$ cat config.mk
export PLATFORM = sky130hd
export DESIGN_NAME = rf_wr_arbiter
export DESIGN_NICKNAME = d
export VERILOG_FILES = /design/src/rtl/rf_wr_arbiter.sv
export SDC_FILE = /design/constraint.sdc
export NUM_CORES = 1
export LEC_CHECK = 0
export ABC_CLOCK_PERIOD_IN_PS = 3000
export BUFFER_PORTS_ARGS = -buffer_cell sky130_fd_sc_hd__buf_4
export CELL_PAD_IN_SITES_DETAIL_PLACEMENT = 1
export CELL_PAD_IN_SITES_GLOBAL_PLACEMENT = 2
export CORE_AREA = 2 2 118 143
export DETAILED_ROUTE_END_ITERATION = 10
export DIE_AREA = 0 0 120 145
export GPL_TIMING_DRIVEN = 0
export PLACE_DENSITY_LB_ADDON = 0.12
export SLEW_MARGIN = 20
export SYNTH_ARGS = -nofsm -noshare
export SYNTH_HDL_FRONTEND = slang
export SYNTH_SLANG_ARGS = --single-unit
$ cat constraint.sdc
create_clock -name clk -period 3 [get_ports clk]
set_clock_uncertainty 0.15 [all_clocks]
set_input_delay 0.3 -clock clk [delete_from_list [all_inputs] [get_ports clk]]
set_output_delay 0.3 -clock clk [all_outputs]
set_load 0.005 [all_outputs]
$ cat src/rtl/rf_wr_arbiter.sv
// rf_wr_arbiter: shares the register-file write port between writeback and an
// auxiliary FIFO, with cancellation, starvation stall and pending-read hit flags.
//
// Ports:
//   clk, rst                      clock, async active-low reset
//   wb_we/wb_rd/wb_wd             pipeline writeback (always granted)
//   aux_valid/aux_ready/aux_rd/aux_wd  auxiliary write request into FIFO
//   rd_a1/rd_a2, pend_hit1/2      decode reads that hit a buffered entry
//   rf_we/rf_a3/rf_wd             register-file write port
//   stall_req                     freeze request so the FIFO head can drain
//   cancel_cnt                    saturating count of cancelled entries
module rf_wr_arbiter #(
  parameter int DEPTH    = 2,
  parameter int MAX_WAIT = 4
) (
  input  logic        clk,
  input  logic        rst,
  input  logic        wb_we,
  input  logic [4:0]  wb_rd,
  input  logic [31:0] wb_wd,
  input  logic        aux_valid,
  output logic        aux_ready,
  input  logic [4:0]  aux_rd,
  input  logic [31:0] aux_wd,
  input  logic [4:0]  rd_a1,
  input  logic [4:0]  rd_a2,
  output logic        pend_hit1,
  output logic        pend_hit2,
  output logic        rf_we,
  output logic [4:0]  rf_a3,
  output logic [31:0] rf_wd,
  output logic        stall_req,
  output logic [7:0]  cancel_cnt
);

  localparam int AW = $clog2(DEPTH);
  localparam int PW = AW + 1;

  logic [PW-1:0]    wp_q, rp_q;
  logic [DEPTH-1:0] vld_q, vld_d;
  logic [4:0]       rd_q [DEPTH];
  logic [31:0]      wd_q [DEPTH];
  logic [7:0]       wait_q, wait_d;
  logic [7:0]       ccnt_q, ccnt_d;
  logic             stall_q, stall_d;

  logic             empty, full, accept, push, pop;
  logic [AW-1:0]    hidx, widx;
  logic [DEPTH-1:0] can;
  logic [8:0]       nsum;

  assign hidx  = rp_q[AW-1:0];
  assign widx  = wp_q[AW-1:0];
  assign empty = (wp_q == rp_q);
  assign full  = (widx == hidx) && (wp_q[AW] != rp_q[AW]);

  assign aux_ready = !full;
  assign accept    = aux_valid && !full;
  // x0 requests are accepted but occupy no slot
  assign push      = accept && (aux_rd != 5'd0);
  assign pop       = !wb_we && !empty;

  assign stall_req  = stall_q;
  assign cancel_cnt = ccnt_q;

  // Grant; outputs held at zero while reset is asserted
  always_comb begin
    rf_we = 1'b0;
    rf_a3 = 5'd0;
    rf_wd = 32'd0;
    if (!rst) begin
      rf_we = 1'b0;
    end else if (wb_we) begin
      rf_we = 1'b1;
      rf_a3 = wb_rd;
      rf_wd = wb_wd;
    end else if (!empty) begin
      rf_we = vld_q[hidx];
      rf_a3 = rd_q[hidx];
      rf_wd = wd_q[hidx];
    end
  end

  always_comb begin
    pend_hit1 = 1'b0;
    pend_hit2 = 1'b0;
    for (int i = 0; i < DEPTH; i++) begin
      if (vld_q[i] && rd_q[i] == rd_a1 && rd_a1 != 5'd0)
        pend_hit1 = 1'b1;
      if (vld_q[i] && rd_q[i] == rd_a2 && rd_a2 != 5'd0)
        pend_hit2 = 1'b1;
    end
  end

  // A younger writeback kills every older buffered write to the same reg
  always_comb begin
    nsum = {1'b0, ccnt_q};
    for (int i = 0; i < DEPTH; i++) begin
      can[i] = wb_we && (wb_rd != 5'd0) &&
               vld_q[i] && (rd_q[i] == wb_rd);
      nsum = nsum + 9'(can[i]);
    end
    ccnt_d = (nsum > 9'd255) ? 8'd255 : nsum[7:0];
  end

  // Pop and cancel are exclusive (pop needs !wb_we); the push slot is free,
  // so a same-cycle push is stored valid even if wb_rd matches it.
  always_comb begin
    vld_d = vld_q & ~can;
    if (pop)
      vld_d[hidx] = 1'b0;
    if (push)
      vld_d[widx] = 1'b1;
  end

  always_comb begin
    if (empty || pop)
      wait_d = 8'd0;
    else if (wait_q != 8'hFF)
      wait_d = wait_q + 8'd1;
    else
      wait_d = wait_q;
    if (wait_d >= 8'(MAX_WAIT))
      stall_d = 1'b1;
    else if (pop)
      stall_d = 1'b0;
    else
      stall_d = stall_q;
  end

  always_ff @(posedge clk or negedge rst) begin
    if (!rst) begin
      wp_q    <= '0;
      rp_q    <= '0;
      vld_q   <= '0;
      wait_q  <= 8'd0;
      ccnt_q  <= 8'd0;
      stall_q <= 1'b0;
      for (int i = 0; i < DEPTH; i++) begin
        rd_q[i] <= 5'd0;
        wd_q[i] <= 32'd0;
      end
    end else begin
      vld_q   <= vld_d;
      wait_q  <= wait_d;
      ccnt_q  <= ccnt_d;
      stall_q <= stall_d;
      if (push) begin
        rd_q[widx] <= aux_rd;
        wd_q[widx] <= aux_wd;
        wp_q       <= wp_q + PW'(1);
      end
      if (pop)
        rp_q <= rp_q + PW'(1);
    end
  end

endmodule

==> run_results.csv, run 1 <==
group,metric,value,unit
worst_hold_path,holdCritPathClass,"input pin to asynchronous set/reset pin",
synth,syn_nets,587,
critical_path,cp.required,2.55,ns
floorplanning,die_area,17400,um^2
timing,worst_slew_pin_slew,0.838,ns
timing,hold_viol,84,
place,gp_congestion,0.782,
timing,slew_headroom,0.441,
synth,synth_cells,496,
timing,fmax,365,MHz
routing,wirelength,15000,um
grt,antenna_found_initial,0,
place,hpwl,11100,um
clock_tree,htree_levels,3,
layout,nNetsFinal,736,
routing,via_count,4257,
routing,drt-pass1-iter-count,4,
power,ir_drop,0.377,mV
synth,ys_ff_latch,97,
run_status,status,"finished, violations left",
timing,final_max_slew_viol_count,0,
clock_tree,cts_setup_buffers,0,
critical_path,path_class,"flop to primary output",
layout,final_area,7020,um^2
power,p_leak,3.25,nW
grt,track_usage,0.177,
synth,synth_warnings,0,
timing,finalCritPeriodShare,0.912,
grt,grt_pass1_wl,24100,um
layout,postLayoutCoreUtil,0.438,
floorplanning,coreArea,16000,um^2
run_status,violations,"negative hold slack",
synth,syn-mean-instance-area,10.9,um^2
clock_tree,clockBufferDepth,2,
timing,setup_viol,0,
clock_tree,cts_root_buffer,"clkbuf_16",
synth,synth-async-reset-ratio,1.00,
place,port_buffers,137,
clock_tree,cts.sinks,97,
clock_tree,cts_tree,"built",
layout,fillerInstances,1803,
synth,yosys.area.top_type,"dfrtp_1",
layout,finalNonFillerCells,862,
grt,grt_max_degree,100,
clock_tree,clk_latency,0.35,ns
synth,ys.flop_type,"dfrtp_1",
critical_path,r2r-start,"rd_q[3]$_DFFE_PN0P_",
clock_tree,path_clk_slew,0.07,ns
clock_tree,numCtsBuffers,9,
routing,drc_errors,0,
layout,areaGrowthSynthToFinish,30.3,%
synth,synth_cell_types,41,
routing,wire_per_inst,17.4,um
routing,vias_per_cell,4.94,
timing,rsz0062_at_grt,"false",
floorplanning,rows,51,
critical_path,regToRegSetupSlack,0.31,ns
routing,ant_nets,0,
synth,yosysSeqAreaShare,0.451,
floorplanning,start_util,0.336,
critical_path,crit_arrival,2.29,ns
flow_run,drv_cap,0,
critical_path,r2r-end,"cancel_cnt[3]$_DFF_PN0_",
synth,synth.area.top_cells,"dfrtp_1, mux2_2, mux2i_1, and2_1, o21ai_0",
place,dp.cells,845,
critical_path,start_kind,"flop",
grt,grt_overflow,0,
floorplanning,die_w,120,um
timing,timing.hold.ws,-0.122,ns
synth,synth_area,5390,um^2
timing,layout_min_cycle_time,2.74,ns
floorplanning,die_h,145,um
layout,drive_above_1_share,0.369,
critical_path,endpoint_kind,"primary output",
grt,grt_pass1_vias,4649,
power,power.density,910,nW/um^2
place,placed_cell_area,6680,um^2
synth,synth_top_area_frac,0.451,
critical_path,reg2reg_depth,9,
routing,initialDrtViolationCount,116,
floorplanning,pin_count,138,
synth,synth_edf_count,0,
critical_path,cp_max_fo,10,
layout,diodes,0,
[synthesized netlist by cell type (all sizes together) (9+ instances only)]
| cell | n |
|---|---|
| xnor2 | 19 |
| and2 | 37 |
| buf | 12 |
| xor2 | 22 |
| o21ai | 44 |
| nand2 | 52 |
| mux2 | 75 |
| nand3 | 9 |
| mux2i | 39 |
| clkbuf | 17 |
| nor2 | 9 |
| dfrtp | 97 |
[repair_timing]
item,CTS,global route
resized for setup,0,10
endpoints found under the setup margin,0,34
endpoints found under the hold margin,97,13
[registers in the layout, indices dropped and copies added (netlist names)]
register and flops:
wait_q 8, stall_req 1, rp_q 2, cancel_cnt 8
rd_q 10, wd_q 64, vld_q 2, wp_q 2
[cell families after synthesis]
family / Yosys count / share of synthesized area
AO/OA/AOI/OAI: 67 / 0.0699
XOR/XNOR: 41 / 0.0667
adder cells (fa/ha/maj): 3 / 0.00836
buffers and inverters: 30 / 0.0288
flip-flops: 97 / 0.451
multiplexers: 114 / 0.235
AND/OR/NAND/NOR: 144 / 0.141
[placed cells by master (no fill, tap or decap), types with 12 or more instances in the layout]
master	synthesis	final
dfrtp_1	97	97
clkbuf_1	17	12
mux2i_1	39	39
mux2_2	64	64
nand2_1	52	52
xnor2_1	19	19
o21ai_0	44	44
xor2_1	22	22
and2_1	37	37
buf_4	0	136
[power breakdown]
part | leakage (nW) | switching (mW) | internal (mW)
sequential | 1.17 | 0.469 | 1.91
clock | 0.152 | 0.515 | 0.731
combinational | 1.92 | 1.22 | 1.55
[critical path, stage by stage, from the launching register on]
cell and delay (ns):
dfrtp_1 0.36, buf_2 0.16, xnor2_1 0.34, a21o_1 0.34
clkbuf_2 0.33, o21ai_0 0.13, and2_1 0.16, buf_4 0.13
[layout make-up]
class | count | area [um^2] | share of cell area
multi-input cells | 369 | 2800 | 0.399
flip-flops and latches | 97 | 2430 | 0.346
repair buffers | 138 | 1040 | 0.149
well taps | 212 | 265 | 0.0378
clock buffers | 9 | 225 | 0.0321
plain buffers | 29 | 158 | 0.0225
clock inverters | 7 | 93.8 | 0.0134
inverters | 1 | 3.75 | 0.000535
[through the flow]
stage	setup TNS [ns]	setup WS (ns)	total power, mW
2_1_floorplan	0	0.532	4.20
3_3_place_gp	-0.484	-0.109	5.10
3_5_place_dp	-0.649	-0.152	5.22
4_1_cts	0	0.0259	6.49
5_1_grt	0	0.0563	6.86
6_report	0	0.263	6.38
[how the worst max path moves through the flow]
stage	from	to	slack [ns]	cells after the start
2_1_floorplan	wb_rd[4]	cancel_cnt[3]$_DFF_PN0_	0.53	9
3_5_place_dp	wb_we	cancel_cnt[3]$_DFF_PN0_	-0.15	10
6_report	rp_q[0]$_DFFE_PN0P_	rf_wd[29]	0.26	7
5_1_grt	rd_q[9]$_DFFE_PN0P_	cancel_cnt[3]$_DFF_PN0_	0.06	9
4_1_cts	rp_q[0]$_DFFE_PN0P_	rf_wd[29]	0.03	7
3_3_place_gp	wb_we	cancel_cnt[3]$_DFF_PN0_	-0.11	10
[per-layer routing]
metal / vias up / wire length, um / track usage
met1: 2134 / 6300 / 0.214
met5: - / 0 / 0
met2: 76 / 7930 / 0.311
met3: 16 / 581 / 0.0405
met4: 0 / 209 / 0.0506
li1: 2031 / - / -
Note: power is estimated with default switching activity, not from simulation.
==> run 2, diff against run 1 <==
--- a/config.mk
+++ b/config.mk
@@ -12,7 +12,7 @@
 export CORE_AREA = 2 2 118 143
 export DETAILED_ROUTE_END_ITERATION = 10
 export DIE_AREA = 0 0 120 145
-export GPL_TIMING_DRIVEN = 0
+export GPL_TIMING_DRIVEN = 1
 export PLACE_DENSITY_LB_ADDON = 0.12
 export SLEW_MARGIN = 20
 export SYNTH_ARGS = -nofsm -noshare
==> run 2 against run 1 <==
- the run now ends clean
- combinational power shrank 2%
- critical endpoint is now rf_wd[30]
- highest routed layer unchanged
- critical path depth decreased by 1
- sequential power about the same
- clock power is 6% lower
- hold slack gained 0.15 ns
- final cell count down 1.9%
- count of clock-buffer cells in the layout grew 2
- fmax down 2.1%
==> run_results.csv, run 2 (synthesis gave the netlist of run 1 again) <==
group,metric,value,unit
clock_tree,numCtsBuffers,9,
floorplanning,die_h,145,um
power,power.density,901,nW/um^2
layout,finalNonFillerCells,846,
routing,wirelength,15000,um
timing,final_max_slew_viol_count,0,
layout,mostFrequentLayoutCell,"buf_4",
critical_path,critPathSlowestCell,"dfrtp_2",
worst_hold_path,min_to,"wd_q[35]$_DFFE_PN0P_",
clock_tree,clockBufferDepth,2,
critical_path,path_class,"flop to primary output",
floorplanning,die_w,120,um
clock_tree,cts_tree,"built",
floorplanning,start_util,0.336,
timing,setup_ws,0.205,ns
place,port_buffers,137,
critical_path,cp_common_cell,"buf_4",
worst_hold_path,min-delay-start,"aux_wd[3]",
routing,drc_errors,0,
grt,track_usage,0.178,
clock_tree,clk_latency,0.35,ns
critical_path,cp_slowest_stage_delay,0.51,ns
routing,ant_nets,0,
power,p_leak,3.23,nW
routing,wire_per_inst,17.7,um
timing,slew_headroom,0.461,
flow_run,drv_cap,0,
run_status,status,"completed",
place,placed_cell_area,6680,um^2
floorplanning,coreArea,16000,um^2
timing,setup_viol,0,
worst_hold_path,hold_path_depth,2,
routing,via_count,4240,
grt,grt_pass1_vias,4772,
grt,antenna_found_initial,0,
routing,drt-pass1-iter-count,4,
critical_path,crit_arrival,2.34,ns
layout,final_area,6980,um^2
timing,timing.hold.ws,0.0295,ns
power,ir_drop,0.337,mV
layout,final_cell_mix,"buf_4, dfrtp_1, mux2_2",
timing,rsz0062_at_grt,"false",
critical_path,r2r-start,"rd_q[6]$_DFFE_PN0P_",
clock_tree,htree_levels,3,
critical_path,cp.required,2.55,ns
floorplanning,rows,51,
worst_hold_path,holdCritPathClass,"input pin to flop",
grt,grt_pass1_wl,24600,um
layout,diodes,0,
critical_path,r2r-end,"cancel_cnt[3]$_DFF_PN0_",
clock_tree,path_clk_slew,0.06,ns
clock_tree,cts_root_buffer,"clkbuf_16",
critical_path,endpoint_kind,"primary output",
place,hpwl,11000,um
critical_path,start_kind,"flop",
layout,fillerInstances,1780,
grt,grt_overflow,0,
timing,worst_slew_pin_slew,0.806,ns
floorplanning,pin_count,138,
timing,hold_viol,0,
timing,fin_tns_setup,0,ns
place,dp.cells,829,
layout,largest_registers,"wd_q (64), rd_q (10)",
critical_path,regToRegSetupSlack,0.43,ns
critical_path,reg2reg_depth,9,
timing,layout_min_cycle_time,2.79,ns
clock_tree,cts.sinks,97,
layout,largest_reg_flops,64,
grt,grt_max_degree,42,
layout,largest-register,"wd_q",
layout,drive_above_1_share,0.379,
place,gp_congestion,0.813,
place,place_ws,0.112,ns
routing,vias_per_cell,5.01,
routing,initialDrtViolationCount,108,
layout,areaGrowthSynthToFinish,29.7,%
timing,finalCritPeriodShare,0.932,
layout,nNetsFinal,720,
floorplanning,die_area,17400,um^2
timing,fmax,358,MHz
critical_path,cp_max_fo,19,
critical_path,crit_chain,"buf_4 -> buf_4 -> mux2i_1 -> o21ai_0 -> and2_1 -> buf_4",
==> run 2: changes by cell type in the layout (fill, tap and decap cells not counted), sizes merged <==
cell      change
buf           +1
bufinv        -1
clkbuf       -15
clkinv        +1
clkinvlp      -2
==> run 2: what timing repair did <==
| item | in CTS | in global routing |
|---|---|---|
| setup buffers | 0 | 0 |
| hold buffers | 1 | 0 |
| gates resized for setup | 0 | 0 |
| endpoints found under the hold margin | 22 | 0 |
==> run 2: area by class of cell <==
class	count	area [um^2]	area share
Multi-Input combinational cell	369	2820	0.403
Sequential cell	97	2430	0.348
Timing Repair Buffer	151	1170	0.168
Tap cell	212	265	0.0380
Clock buffer	11	243	0.0348
Clock inverter	5	53.8	0.00770
Inverter	1	3.75	0.000538
==> run 2: stage by stage <==
stage / utilization / power, mW
CTS: 0.436 / 6.42
global route: 0.436 / 6.76
finish: 0.436 / 6.29
floorplan: - / 4.20
global placement: 0.417 / 5.12
detailed placement: 0.417 / 5.22
==> run 2: critical path: cells and delay by family, from the launching register on <==
kind	cells	cell delay [ns]
simple gates	1	0.16
compound gates	1	0.10
buf+inv	3	0.91
mux	1	0.31
flops	1	0.51
==> run 2: worst max path at each step <==
stage	startpoint	to	slack (ns)	cells after the start
after floorplan	wb_rd[4]	cancel_cnt[3]$_DFF_PN0_	0.53	9
after global placement	wb_rd[4]	cancel_cnt[3]$_DFF_PN0_	0.17	10
after detailed placement	wb_rd[4]	cancel_cnt[3]$_DFF_PN0_	0.11	10
after CTS	rp_q[0]$_DFFE_PN0P_	rf_wd[30]	0.11	6
after global routing	rp_q[0]$_DFFE_PN0P_	rf_wd[30]	0.06	6
final	rp_q[0]$_DFFE_PN0P_	rf_wd[30]	0.21	6
==> run 2: where the power goes <==
part	internal (mW)	switching [mW]	leakage [nW]
Sequential	1.91	0.499	1.17
Clock	0.669	0.506	0.150
Combinational	1.53	1.19	1.91
Total	4.10	2.19	3.23
==> run 2: routing by layer <==
layer,share of wire,global-route usage,vias to the layer above
met1,0.41,0.208,2127
met4,0.024,0.0706,0
met5,0,0,-
met3,0.038,0.0334,24
met2,0.53,0.317,89
li1,-,-,2000
==> run 3, diff against run 2 <==
--- a/config.mk
+++ b/config.mk
@@ -7,13 +7,14 @@
 export LEC_CHECK = 0
 export ABC_CLOCK_PERIOD_IN_PS = 3000
 export BUFFER_PORTS_ARGS = -buffer_cell sky130_fd_sc_hd__buf_4
+export CAP_MARGIN = 20
 export CELL_PAD_IN_SITES_DETAIL_PLACEMENT = 1
 export CELL_PAD_IN_SITES_GLOBAL_PLACEMENT = 2
 export CORE_AREA = 2 2 118 143
 export DETAILED_ROUTE_END_ITERATION = 10
 export DIE_AREA = 0 0 120 145
 export GPL_TIMING_DRIVEN = 1
-export PLACE_DENSITY_LB_ADDON = 0.12
+export PLACE_DENSITY_LB_ADDON = 0.2
 export SLEW_MARGIN = 20
 export SYNTH_ARGS = -nofsm -noshare
 export SYNTH_HDL_FRONTEND = slang
==> run 3 against run 2 <==
- critical path depth did not move
- largest power group unchanged
- highest routed layer unchanged
- total power fell by 1.7%
- critical path type unchanged
- count of clock-buffer cells in the layout rose by 1
==> run_results.csv, run 3 (synthesis gave the netlist of run 1 again) <==
group,metric,value,unit
clock_tree,cts_resized,0,
run_status,status,"completed",
timing,slew_headroom,0.526,
grt,grt_pass1_wl,23700,um
timing,layout_min_cycle_time,2.67,ns
layout,largest_reg_flops,64,
timing,hold_viol,0,
timing,final_max_slew_viol_count,0,
grt,antenna_found_initial,0,
clock_tree,numCtsBuffers,9,
clock_tree,clockBufferDepth,2,
routing,via_count,4202,
place,port_buffers,137,
timing,fmax,374,MHz
layout,largest-register,"wd_q",
power,power_frac_clock,0.180,
critical_path,endpoint_kind,"primary output",
flow_run,drv_cap,0,
grt,grt_pass1_vias,4736,
clock_tree,htree_levels,3,
timing,rsz0062_at_grt,"false",
routing,drt-pass1-iter-count,4,
worst_hold_path,holdCritPathClass,"input pin to flop",
power,pwr-share-seq,0.386,
routing,wire_per_inst,17.2,um
clock_tree,cts.sinks,97,
critical_path,cp_max_fo,31,
power,p_switching,2.13,mW
power,combPwrFrac,0.434,
clock_tree,cts_tree,"built",
layout,postLayoutCoreUtil,0.431,
floorplanning,coreArea,16000,um^2
critical_path,cp.required,2.55,ns
timing,setup_viol,0,
place,gp_congestion,0.784,
timing,fin_tns_setup,0,ns
layout,final_cell_mix,"buf_4, dfrtp_1, mux2_2",
layout,mostFrequentLayoutCell,"buf_4",
layout,areaGrowthSynthToFinish,28.1,%
layout,largest_registers,"wd_q (64), rd_q (10)",
clock_tree,cts_root_buffer,"clkbuf_16",
timing,worst_slew_pin_slew,0.712,ns
power,power.density,897,nW/um^2
layout,drive_above_1_share,0.370,
critical_path,crit_arrival,2.22,ns
timing,finalCritPeriodShare,0.892,
floorplanning,rows,51,
power,ir_drop,0.326,mV
floorplanning,die_area,17400,um^2
critical_path,path_class,"flop to primary output",
layout,diodes,0,
clock_tree,cts_setup_buffers,0,
routing,ant_nets,0,
power,p_int,4.05,mW
grt,track_usage,0.172,
place,hpwl,10400,um
layout,nNetsFinal,716,
floorplanning,pin_count,138,
routing,wirelength,14400,um
clock_tree,cts_hold_buf,1,
power,swShare,0.345,
critical_path,start_kind,"flop",
grt,grt_max_degree,70,
critical_path,regToRegSetupSlack,0.35,ns
routing,initialDrtViolationCount,122,
floorplanning,die_w,120,um
clock_tree,clk_latency,0.35,ns
power,p_leak,3.18,nW
grt,grt_overflow,0,
floorplanning,start_util,0.336,
routing,drc_errors,0,
routing,vias_per_cell,5.00,
floorplanning,die_h,145,um
clock_tree,path_clk_slew,0.06,ns
==> run 3: path summary, 6_finish.rpt <==
| path | startpoint | endpoint | cells after the start |
|---|---|---|---|
| worst max-delay path | rp_q[0]$_DFFE_PN0P_ | rf_a3[0] | 6 |
| min in group asynchronous | rst | cancel_cnt[2]$_DFF_PN0_ | 2 |
| max in group asynchronous | rst | rp_q[0]$_DFFE_PN0P_ | 3 |
| worst min register to register | wd_q[35]$_DFFE_PN0P_ | wd_q[35]$_DFFE_PN0P_ | 1 |
| worst min-delay path | aux_wd[2] | wd_q[34]$_DFFE_PN0P_ | 2 |
| worst max register to register | rd_q[6]$_DFFE_PN0P_ | cancel_cnt[3]$_DFF_PN0_ | 9 |
==> run 3: power groups by stage <==
stage,logic [mW],registers (mW),clock network [mW]
after floorplan,1.96,2.25,0
after global routing,2.97,2.49,1.20
after global placement,2.68,2.38,0
after CTS,2.77,2.40,1.15
final,2.69,2.39,1.11
after detailed placement,2.76,2.42,0
==> run 3: through the flow <==
stage	area, um^2	hold slack, ns	instances	setup slack (ns)	power [mW]
floorplan	5390	-0.146	496	0.532	4.20
global placement	6610	0.236	825	0.172	5.05
detailed placement	6610	0.254	825	0.112	5.18
CTS	6900	0.0202	841	0.296	6.33
global route	6900	0.0274	841	0.139	6.66
finish	6900	0.0345	841	0.325	6.19
==> run 3: critical path, cell delays in order, from the launching register on <==
cell and delay, ns:
dfrtp_2 0.46, xnor2_1 0.40, a21o_1 0.20, buf_4 0.31, o21ai_0 0.19, and2_1 0.19
buf_4 0.13
==> run 3: layer usage <==
metal | GRT usage | share of wire | vias to the layer above
li1 | - | - | 1987
met1 | 0.198 | 0.41 | 2114
met2 | 0.309 | 0.53 | 82
met3 | 0.0366 | 0.041 | 19
met4 | 0.0629 | 0.019 | 0
met5 | 0 | 0 | -
==> run 3: final cells by class <==
cell class | instances | area [um^2]
sequential | 97 | 2430
timing repair buffer | 147 | 1110
fill | 1797 | 9120
multi-input combinational | 369 | 2820
clock inverter | 3 | 42.5
clock buffer | 12 | 236
inverter | 1 | 3.75
tap | 212 | 265
